File: src/rtl/matrix_stream_loader.sv
// Purpose : turns a flat 32-bit word stream (A then B, N*N words each) into indexed A/B write ports.
// Latency : one cycle from an accepted word to its write strobe; done pulses with the last B write.
// Backpress: s_ready is a pure state decode (high only in LOAD_A/LOAD_B); other words stay pending upstream.
//
// Ports:
//   clk, rst (synchronous, active-low)        : clock and reset
//   load_req                                  : starts a job, sampled only in IDLE
//   s_data/s_valid/s_ready/s_last             : input word stream, s_last marks word 2*N*N-1
//   a_in/a_i/a_j/a_we, b_in/b_i/b_j/b_we      : registered matrix element write ports
//   busy, done, err                           : job in progress, completion pulse, sticky framing error
//
// Build option: define MATRIX_LOADER_B_COLMAJOR_EN when B arrives column-major; b_i/b_j still
// carry the true row/column so the multiplier sees the same matrix either way.
module matrix_stream_loader #(
    parameter int N     = 10,
    parameter int IDX_W = $clog2(N)
) (
    input  logic             clk,
    input  logic             rst,
    input  logic             load_req,
    input  logic [31:0]      s_data,
    input  logic             s_valid,
    output logic             s_ready,
    input  logic             s_last,
    output logic [31:0]      a_in,
    output logic [IDX_W-1:0] a_i,
    output logic [IDX_W-1:0] a_j,
    output logic             a_we,
    output logic [31:0]      b_in,
    output logic [IDX_W-1:0] b_i,
    output logic [IDX_W-1:0] b_j,
    output logic             b_we,
    output logic             busy,
    output logic             done,
    output logic             err
);

    typedef enum logic [1:0] {IDLE, LOAD_A, LOAD_B, FLUSH} state_t;

    localparam logic [IDX_W-1:0] LAST = IDX_W'(N - 1);

    state_t           state_q, state_d;
    logic [IDX_W-1:0] row_q, row_d;
    logic [IDX_W-1:0] col_q, col_d;
    logic             err_q, err_d;

    logic [31:0]      a_in_q, b_in_q;
    logic [IDX_W-1:0] a_i_q, a_j_q, b_i_q, b_j_q;
    logic             a_we_q, b_we_q;

    logic accept;
    logic at_end;
    logic final_word;
    logic row_fast;

    assign s_ready    = (state_q == LOAD_A) || (state_q == LOAD_B);
    assign accept     = s_valid && s_ready;
    assign at_end     = (row_q == LAST) && (col_q == LAST);
    // Word index 2*N*N-1 is the last element of B, whatever order B arrives in.
    assign final_word = (state_q == LOAD_B) && at_end;

`ifdef MATRIX_LOADER_B_COLMAJOR_EN
    // Column-major B: row is the fast-moving counter while loading B.
    assign row_fast = (state_q == LOAD_B);
`else
    assign row_fast = 1'b0;
`endif

    always_comb begin
        state_d = state_q;
        row_d   = row_q;
        col_d   = col_q;
        err_d   = err_q;
        case (state_q)
            IDLE: begin
                if (load_req) begin
                    state_d = LOAD_A;
                    row_d   = '0;
                    col_d   = '0;
                    err_d   = 1'b0;
                end
            end
            LOAD_A, LOAD_B: begin
                if (accept) begin
                    // Framing is only flagged; the job still completes by count.
                    if (s_last != final_word) begin
                        err_d = 1'b1;
                    end
                    if (at_end) begin
                        row_d   = '0;
                        col_d   = '0;
                        state_d = (state_q == LOAD_A) ? LOAD_B : FLUSH;
                    end else if (row_fast) begin
                        if (row_q == LAST) begin
                            row_d = '0;
                            col_d = col_q + 1'b1;
                        end else begin
                            row_d = row_q + 1'b1;
                        end
                    end else begin
                        if (col_q == LAST) begin
                            col_d = '0;
                            row_d = row_q + 1'b1;
                        end else begin
                            col_d = col_q + 1'b1;
                        end
                    end
                end
            end
            FLUSH:   state_d = IDLE;
            default: state_d = IDLE;
        endcase
    end

    always_ff @(posedge clk) begin
        if (!rst) begin
            state_q <= IDLE;
            row_q   <= '0;
            col_q   <= '0;
            err_q   <= 1'b0;
            a_in_q  <= '0;
            a_i_q   <= '0;
            a_j_q   <= '0;
            a_we_q  <= 1'b0;
            b_in_q  <= '0;
            b_i_q   <= '0;
            b_j_q   <= '0;
            b_we_q  <= 1'b0;
        end else begin
            state_q <= state_d;
            row_q   <= row_d;
            col_q   <= col_d;
            err_q   <= err_d;
            a_we_q  <= accept && (state_q == LOAD_A);
            b_we_q  <= accept && (state_q == LOAD_B);
            // Data/index registers only move on a write so they hold between strobes.
            if (accept && (state_q == LOAD_A)) begin
                a_in_q <= s_data;
                a_i_q  <= row_q;
                a_j_q  <= col_q;
            end
            if (accept && (state_q == LOAD_B)) begin
                b_in_q <= s_data;
                b_i_q  <= row_q;
                b_j_q  <= col_q;
            end
        end
    end

    assign a_in = a_in_q;
    assign a_i  = a_i_q;
    assign a_j  = a_j_q;
    assign a_we = a_we_q;
    assign b_in = b_in_q;
    assign b_i  = b_i_q;
    assign b_j  = b_j_q;
    assign b_we = b_we_q;
    assign busy = (state_q != IDLE);
    assign done = (state_q == FLUSH);
    assign err  = err_q;

endmodule

File: config.mk
export PLATFORM = sky130hd
export DESIGN_NAME = matrix_stream_loader
export DESIGN_NICKNAME = d
export VERILOG_FILES = /design/src/rtl/matrix_stream_loader.sv
export SDC_FILE = /design/constraint.sdc
export NUM_CORES = 1
export LEC_CHECK = 0
export BUFFER_PORTS_ARGS = -buffer_cell sky130_fd_sc_hd__buf_2
export CORE_MARGIN = 2
export CORE_UTILIZATION = 51
export CTS_BUF_LIST = sky130_fd_sc_hd__clkbuf_4
export DETAILED_ROUTE_END_ITERATION = 12
export PLACE_DENSITY = 0.9
export SYNTH_ARGS = -nofsm -noshare
export SYNTH_HDL_FRONTEND = slang
export SYNTH_SLANG_ARGS = --single-unit
export TNS_END_PERCENT = 20
File: constraint.sdc
create_clock -name clk -period 2.25 [get_ports clk]
set_input_delay 0.1125 -clock clk [delete_from_list [all_inputs] [get_ports clk]]
set_output_delay 0.1125 -clock clk [all_outputs]
set_load 0.05 [all_outputs]
==> impl_metrics.tcl, run 1 <==
set metrics [dict create \
    status "finished clean" \
    numCtsBuffers 9 \
    ys_warn_count 0 \
    h-tree-depth 3 \
    die_h_um 86.7 \
    netlist_area_mm2 0.00349 \
    diodes 0 \
    cts.sinks 93 \
    min_path_cells 3 \
    yosys-top-cells-area "dfxtp_1, nand2_1, a21oi_1" \
    setup_tns_ns 0 \
    nNetsFinal 624 \
    finalSetupViolations 0 \
    total_leakage_power_nw 2.01 \
    path_class "flop to flop" \
    cts_tree "built" \
    routedWlPerCell_um 14.6 \
    drive_gt1_frac 0.262 \
    drc 0 \
    num_vias 3487 \
    drt-initial-drc-count 181 \
    critPathLaunch "state_q[0]" \
    hold_violations 0 \
    antenna_found_initial 0 \
    drt_wl_total_um 9700 \
    netlist-cell-type-count 34 \
    grt_max_degree 50 \
    ant_nets 0 \
    ys_seq_elements 93 \
    synth.largest_area_cell "dfxtp_1" \
    r2r-start "state_q[0]" \
    core-area_mm2 0.00672 \
    grt_pass1_vias 3264 \
    synth_ff_type "dfxtp_1" \
    rsz0062_at_grt "no" \
    post_drt_via_cell_ratio 5.25 \
    slew_headroom 0.610 \
    r2r_end "b_in[12]" \
    skew_ns 0.0138 \
    finalNonFillerCells 664 \
    post_cts_buffers 0 \
    cts_buffer_depth 2 \
    grt_util_all_layers 0.255 \
    worstHoldStart "load_req" \
    synth_cells 434 \
    root_buffer "clkbuf_4" \
    critPathRequiredTime_ns 2.60 \
    place_congestion 0.854 \
    rows 30 \
    synth_edf_count 0 \
    cap_violations 0 \
    portBuffers 122 \
    hold_path_end "err" \
    post-route-period-util 0.871 \
    drtPass1Iterations 5 \
    start_util 0.520 \
    ys_seq_area_frac 0.533 \
    synth_area_per_cell_um2 8.04 \
    cp-end-kind "flop" \
    grt_pass1_wl_um 15100 \
    hold_slack_ns 0.0632 \
    min_period_ns 1.96 \
    clkLatencyLatePin_ns 0.43 \
    syn_nets 479 \
    hp-class "primary input to flop" \
    worstPathArrival_ns 2.31 \
    path_max_fanout 25 \
    path_clk_slew_ns 0.13 \
    ios 123 \
    dp_cells 615 \
    async_flop_share 0 \
    p_per_area_mw_per_mm2 930 \
    dieArea_mm2 0.00752 \
    dp_hpwl_um 6190 \
    reg2regPathDepth 6 \
    grt_overflow 0 \
    fmax_mhz 510 \
    synth_top_area_share 0.533 \
    r2r_slack_ns 0.29 \
    worst_pin_slew_ns 0.584 \
    die_w_um 86.7 \
    start_kind "flop" \
    peakVddDrop_mv 0.487 \
    finalMaxSlewViolations 0 \
    syn_to_final_growth_pct 32.9 \
]
-- synth_stat cells, types with 2 or more instances --
cell      count
clkbuf_1     19
o21ai_0       5
nand2_1     167
nand3_1       4
o21a_1        2
or3_1         3
a21oi_1      85
xnor2_1       2
ha_1          8
buf_2         8
nor2_1        8
xor2_1        2
dfxtp_1      93
inv_1         8
-- worst max-delay path by stage --
| stage | endpoint | slack (ns) | depth (start not counted) |
|---|---|---|---|
| final | b_in[12] | 0.29 | 6 |
| after global placement | b_j[3] | 0.47 | 6 |
| after floorplan | col_q[1] | 0.23 | 7 |
| after CTS | b_i[3] | 0.33 | 6 |
| after detailed placement | b_i[3] | 0.37 | 6 |
| after global routing | b_in[12] | 0.16 | 6 |
-- cell type report --
| class | instances | area [um^2] |
|---|---|---|
| clock inverter | 6 | 63.8 |
| clock buffer | 10 | 75.1 |
| multi-input combinational | 305 | 1480 |
| timing repair buffer | 162 | 1030 |
| fill | 520 | 2080 |
| sequential | 93 | 1860 |
| inverter | 8 | 30.0 |
| tap | 80 | 100 |
-- layer usage --
layer | part of all wire | wire length, um | vias to the layer above | track usage
li1 | - | - | 1696 | -
met1 | 0.41 | 3970 | 1609 | 0.294
met2 | 0.51 | 4930 | 162 | 0.462
met3 | 0.062 | 600 | 20 | 0.0619
met4 | 0.020 | 197 | 0 | 0.0838
met5 | 0 | 0 | - | 0
-- flip-flops by register name, indices dropped and copies added (netlist names) --
register,flops
a_in,32
a_i,4
b_we,1
state_q,2
col_q,4
row_q,4
b_j,4
err,1
b_i,4
a_j,4
a_we,1
b_in,32
-- worst max-delay path, cell delays in order, from the launching register on --
cell and delay [ns]:
dfxtp_1 0.41, inv_1 0.08, ha_1 0.48, and3_2 0.47, buf_12 0.22, nand2_1 0.07, a21oi_1 0.15
-- kinds of logic (layout without fill, tap and decap cells) --
kind of cell    after synthesis  in the layout  synth area share
buf+inv                      36            186            0.0437
simple gates                194            194             0.225
compound gates               97             97             0.152
flops                        93             93             0.533
fa+ha+maj                     8              8            0.0287
mux                           2              2           0.00717
xor+xnor                      4              4            0.0100
-- through the flow --
| step | power [mW] | cell area (um^2) | worst slack, ns | utilization |
|---|---|---|---|---|
| detailed placement | 3.39 | 4170 | 0.370 | 0.620 |
| global placement | 3.34 | 4170 | 0.471 | 0.620 |
| CTS | 4.32 | 4640 | 0.329 | 0.690 |
| global route | 4.52 | 4640 | 0.160 | 0.690 |
| finish | 4.31 | 4640 | 0.290 | 0.690 |
| floorplan | 3.05 | 3490 | 0.233 | - |
-- cells in the final DEF, fill, tap and decap left out, types with 4 or more instances in the layout --
master         Yosys  routed
nand3_1            4       4
inv_1              8       7
buf_2              8     122
dfxtp_1           93      93
o21ai_0            5       5
clkbuf_4           0      10
nor2_1             8       8
buf_4              0       4
a21oi_1           85      85
nand2_1          167     167
dlygate4sd3_1      0      33
ha_1               8       8
-- power breakdown --
part / total (mW) / switching, mW / leakage, nW / internal [mW]
Combinational: 1.52 / 1.08 / 1.19 / 0.441
Clock: 0.893 / 0.543 / 0.0740 / 0.350
Sequential: 1.90 / 0.103 / 0.752 / 1.80
-- repair_timing --
item                                   4_1_cts  5_1_grt
endpoints found under the hold margin       66        0
hold buffers                                33        0
gates resized for setup                      0        0
setup endpoints to repair                    0        0
No activity file was read; power rests on OpenSTA's default activity.
==> inputs of run 2 (changes only) <==
--- a/config.mk
+++ b/config.mk
@@ -6,8 +6,10 @@
 export NUM_CORES = 1
 export LEC_CHECK = 0
 export BUFFER_PORTS_ARGS = -buffer_cell sky130_fd_sc_hd__buf_2
+export CELL_PAD_IN_SITES_DETAIL_PLACEMENT = 1
+export CELL_PAD_IN_SITES_GLOBAL_PLACEMENT = 1
 export CORE_MARGIN = 2
-export CORE_UTILIZATION = 51
+export CORE_UTILIZATION = 36
 export CTS_BUF_LIST = sky130_fd_sc_hd__clkbuf_4
 export DETAILED_ROUTE_END_ITERATION = 12
 export PLACE_DENSITY = 0.9
==> run 2 against run 1 <==
Compared with the run above: worst hold slack worse by 0.011 ns; count of clock-buffer cells in the layout is 1 lower; highest routed layer unchanged; global-route usage is 3.2 points lower; largest power group unchanged; non-clock buffer count is 1 higher.
==> impl_metrics.tcl, run 2 (synthesized netlist as in run 1, its figures left out) <==
set metrics [dict create \
    path_clk_slew_ns 0.15 \
    nNetsFinal 625 \
    dp_hpwl_um 7340 \
    hp-class "primary input to flop" \
    mostFrequentLayoutCell "nand2_1" \
    holdBufCountCts 33 \
    drt-initial-drc-count 62 \
    dieArea_mm2 0.0105 \
    drive_gt1_frac 0.264 \
    worstPathArrival_ns 2.31 \
    grt_util_all_layers 0.224 \
    h-tree-depth 3 \
    drt_wl_total_um 11400 \
    hold_violations 0 \
    core-area_mm2 0.00933 \
    path_max_fanout 9 \
    syn_to_final_growth_pct 34.1 \
    internal_power_mw 2.47 \
    status "finished clean" \
    cp_cell_sequence "inv_1 > ha_1 > inv_1 > o211ai_4 > nand2_1 > a211oi_2" \
    numCtsBuffers 9 \
    num_vias 3519 \
    grt_max_degree 48 \
    pwr-share-seq 0.444 \
    finalMaxSlewViolations 0 \
    start_kind "flop" \
    worst_slack_ns 0.314 \
    drtPass1Iterations 4 \
    grt_overflow 0 \
    worst_pin_slew_ns 0.472 \
    critPathRequiredTime_ns 2.62 \
    p_clk_frac 0.193 \
    critical-path-top-delay-family "compound AO/OA/AOI/OAI gates" \
    peakVddDrop_mv 0.307 \
    die_w_um 102 \
    crit_slowest_cell "ha_1" \
    rows 35 \
    setup_tns_ns 0 \
    fillers 1188 \
    swShare 0.422 \
    ios 123 \
    portBuffers 122 \
    crit_top_cell "inv_1" \
    drc 0 \
    cts_buffer_depth 2 \
    grt_pass1_vias 3733 \
    finalSetupViolations 0 \
    layout_common_cells "nand2_1, buf_2, dfxtp_1, a21oi_1, dlygate4sd3_1" \
    skew_ns 0.0140 \
    p_comb_frac 0.363 \
    place_congestion 0.760 \
    slew_headroom 0.685 \
    cts_tree "built" \
    post_drt_via_cell_ratio 4.93 \
    dp_worst_setup_slack_ns 0.354 \
    start_util 0.374 \
    cp_slowest_stage_delay_ns 0.48 \
    ctsResizeCount 0 \
    cap_violations 0 \
    fmax_mhz 516 \
    root_buffer "clkbuf_4" \
    grt_pass1_wl_um 18000 \
    post_cts_buffers 0 \
    rsz0062_at_grt "no" \
    antenna_found_initial 1 \
    cts.sinks 93 \
    ant_nets 0 \
    cp-end-kind "flop" \
    min_period_ns 1.94 \
    path_buf_inv 2 \
    total_leakage_power_nw 2.00 \
    post-route-period-util 0.861 \
    p_per_area_mw_per_mm2 914 \
    path_class "flop to flop" \
    clkLatencyLatePin_ns 0.43 \
    routedWlPerCell_um 16.0 \
    p_switching_mw 1.81 \
    die_h_um 102 \
]
## run 2: cell types whose count changed in the layout (fill, tap and decap cells not counted), sizes merged
| cell | delta |
|---|---|
| buf | +1 |
| clkbuf | -1 |
| clkinv | -1 |
| inv | +2 |
| bufinv | -1 |
| diode | +1 |
## run 2: routing by layer
| metal | share of wire | routed length (um) | GRT usage | vias to the layer above |
|---|---|---|---|---|
| li1 | - | - | - | 1696 |
| met1 | 0.40 | 4550 | 0.244 | 1685 |
| met2 | 0.52 | 5920 | 0.411 | 108 |
| met3 | 0.053 | 602 | 0.0472 | 30 |
| met4 | 0.031 | 351 | 0.105 | 0 |
| met5 | 0 | 0 | 0 | - |
## run 2: final cells by class
cell class	instances	area, um^2	share of cell area
Inverter	8	30.0	0.00642
Clock buffer	9	67.6	0.0144
Clock inverter	6	48.8	0.0104
Antenna cell	1	2.50	0.000535
Sequential cell	93	1860	0.398
Multi-Input combinational cell	305	1480	0.317
Timing Repair Buffer	163	1030	0.219
Tap cell	129	161	0.0345
## run 2: power groups by stage
stage	Clock (mW)	Combinational, mW	Sequential (mW)
2_1_floorplan	0	0.714	2.34
3_3_place_gp	0	1.45	1.92
3_5_place_dp	0	1.50	1.93
5_1_grt	0.915	1.68	1.92
4_1_cts	0.854	1.55	1.90
6_report	0.826	1.55	1.90
## run 2: worst paths after layout
path	start	endpoint	slack [ns]	cells after the start
setup / recovery	state_q[0]	col_q[1]	0.31	6
hold / removal	load_req	err	0.05	3
setup reg to reg	state_q[0]	col_q[1]	0.31	6
hold reg to reg	b_in[7]	b_in[7]	0.46	2
## run 2: worst min-delay path: stages
cell and delay [ns]:
buf_2 0.11, nand2_1 0.06, o221a_2 0.18
## run 2: stage by stage
| stage | instances | total power [mW] | hold slack [ns] | area [um^2] | util |
|---|---|---|---|---|---|
| final | 714 | 4.28 | 0.0526 | 4680 | 0.502 |
| after global routing | 714 | 4.51 | 0.0310 | 4680 | 0.502 |
| after CTS | 713 | 4.30 | 0.0283 | 4680 | 0.501 |
| after detailed placement | 665 | 3.43 | 0.374 | 4230 | 0.454 |
| after global placement | 665 | 3.37 | 0.367 | 4230 | 0.454 |
| after floorplan | 434 | 3.05 | 0.230 | 3490 | - |
==> inputs of run 3 (changes only) <==
--- a/config.mk
+++ b/config.mk
@@ -8,7 +8,6 @@
 export BUFFER_PORTS_ARGS = -buffer_cell sky130_fd_sc_hd__buf_2
 export CELL_PAD_IN_SITES_DETAIL_PLACEMENT = 1
 export CELL_PAD_IN_SITES_GLOBAL_PLACEMENT = 1
-export CORE_MARGIN = 2
 export CORE_UTILIZATION = 36
 export CTS_BUF_LIST = sky130_fd_sc_hd__clkbuf_4
 export DETAILED_ROUTE_END_ITERATION = 12
==> run 3 against run 2 <==
Compared with the run above: via count is 0.23% higher; global-route usage is 1.0 points higher; critical path type unchanged; power is 6.3% higher; register-to-register slack worse by 0.04 ns; cell count is 0.28% lower; worst setup slack worse by 0.044 ns; combinational power hardly changed; count of clock-buffer cells in the layout is 1 higher; worst hold slack better by 0.0075 ns; fmax is 2.2% lower.
==> impl_metrics.tcl, run 3 (synthesized netlist as in run 1, its figures left out) <==
set metrics [dict create \
    drive_gt1_frac 0.264 \
    p_comb_frac 0.344 \
    min_period_ns 1.98 \
    p_clk_frac 0.238 \
    cts_tree "built" \
    routedWlPerCell_um 16.2 \
    finalMaxSlewViolations 0 \
    path_max_fanout 9 \
    post_drt_via_cell_ratio 4.95 \
    finalSetupViolations 0 \
    worst_slack_ns 0.270 \
    numCtsBuffers 9 \
    slew_headroom 0.599 \
    ant_nets 0 \
    critPathLaunch "state_q[1]" \
    hp-class "primary input to flop" \
    cts_buffer_depth 2 \
    cts.sinks 93 \
    pwr-share-seq 0.418 \
    peakVddDrop_mv 0.389 \
    grt_max_degree 52 \
    grt_util_all_layers 0.234 \
    critPathRequiredTime_ns 2.61 \
    rows 35 \
    path_class "flop to flop" \
    min_path_cells 3 \
    post-route-period-util 0.880 \
    p_switching_mw 1.83 \
    portBuffers 122 \
    skew_ns 0.0142 \
    p_per_area_mw_per_mm2 960 \
    start_util 0.374 \
    die_h_um 100 \
    total_leakage_power_nw 2.02 \
    rsz0062_at_grt "no" \
    swShare 0.402 \
    root_buffer "clkbuf_4" \
    num_vias 3527 \
    h-tree-depth 3 \
    drt-initial-drc-count 112 \
    mostFrequentLayoutCell "nand2_1" \
    drc 0 \
    worst_pin_slew_ns 0.601 \
    clkLatencyLatePin_ns 0.44 \
    fmax_mhz 505 \
    grt_pass1_vias 3682 \
    antenna_found_initial 0 \
    setup_tns_ns 0 \
    dp_hpwl_um 7050 \
    drtPass1Iterations 4 \
    dieArea_mm2 0.0101 \
    drt_wl_total_um 11500 \
    grt_overflow 0 \
    ios 123 \
    hold_path_end "err" \
    r2r_end "col_q[1]" \
    r2r-start "state_q[1]" \
    core-area_mm2 0.00933 \
    grt_pass1_wl_um 18300 \
    place_congestion 0.833 \
    path_clk_slew_ns 0.14 \
    nNetsFinal 623 \
    layout_common_cells "nand2_1, buf_2, dfxtp_1, a21oi_1, dlygate4sd3_1" \
    worstPathArrival_ns 2.34 \
    status "finished clean" \
    diodes 0 \
    cp-end-kind "flop" \
    die_w_um 100 \
    dp_worst_setup_slack_ns 0.349 \
    internal_power_mw 2.72 \
    start_kind "flop" \
    worstHoldStart "load_req" \
    hold_violations 0 \
    reg2regPathDepth 6 \
    syn_to_final_growth_pct 35.8 \
    cap_violations 0 \
    r2r_slack_ns 0.27 \
]
==> run 3: worst max path at each step <==
stage	endpoint	slack (ns)	cells after the start
floorplan	col_q[1]	0.23	7
global placement	col_q[1]	0.43	6
detailed placement	col_q[1]	0.35	6
CTS	col_q[1]	0.26	6
global route	col_q[1]	0.13	6
finish	col_q[1]	0.27	6
==> run 3: worst max-delay path, stage by stage (launching register included) <==
cell and delay [ns]:
dfxtp_1 0.41, inv_1 0.09, ha_1 0.48, inv_1 0.21
o211ai_4 0.32, nand2_1 0.19, a211oi_2 0.22
==> run 3: final cells by class <==
| class | instances | area [um^2] |
|---|---|---|
| fill | 1169 | 4590 |
| sequential | 93 | 1860 |
| multi-input combinational | 305 | 1480 |
| timing repair buffer | 161 | 1040 |
| tap | 129 | 161 |
| clock inverter | 6 | 95.1 |
| clock buffer | 10 | 75.1 |
| inverter | 8 | 30.0 |
==> run 3: power groups by stage <==
stage / logic [mW] / clock network (mW) / registers, mW
3_5_place_dp: 1.50 / 0 / 1.93
2_1_floorplan: 0.714 / 0 / 2.34
4_1_cts: 1.56 / 1.10 / 1.90
5_1_grt: 1.68 / 1.18 / 1.92
6_report: 1.57 / 1.08 / 1.90
3_3_place_gp: 1.45 / 0 / 1.92
==> run 3: metal layers <==
metal | track usage | vias to the layer above | routed length [um] | share of wire
met5 | 0 | - | 0 | 0
met4 | 0.0992 | 0 | 295 | 0.026
met3 | 0.0506 | 25 | 476 | 0.041
met2 | 0.433 | 100 | 5960 | 0.52
met1 | 0.257 | 1708 | 4810 | 0.42
li1 | - | 1694 | - | -
==> run 3: per-stage QoR <==
step	instances	total power [mW]	utilization	cell area [um^2]	hold slack [ns]
floorplan	434	3.05	-	3490	0.230
global placement	663	3.38	0.455	4240	0.366
detailed placement	663	3.43	0.455	4240	0.373
CTS	712	4.56	0.508	4740	0.0433
global route	712	4.78	0.508	4740	0.0625
finish	712	4.55	0.508	4740	0.0602
==> run 3: repair_timing <==
item,CTS,global route
resized for setup,0,0
endpoints found under the hold margin,67,0
hold buffers,33,0
setup buffers,0,0
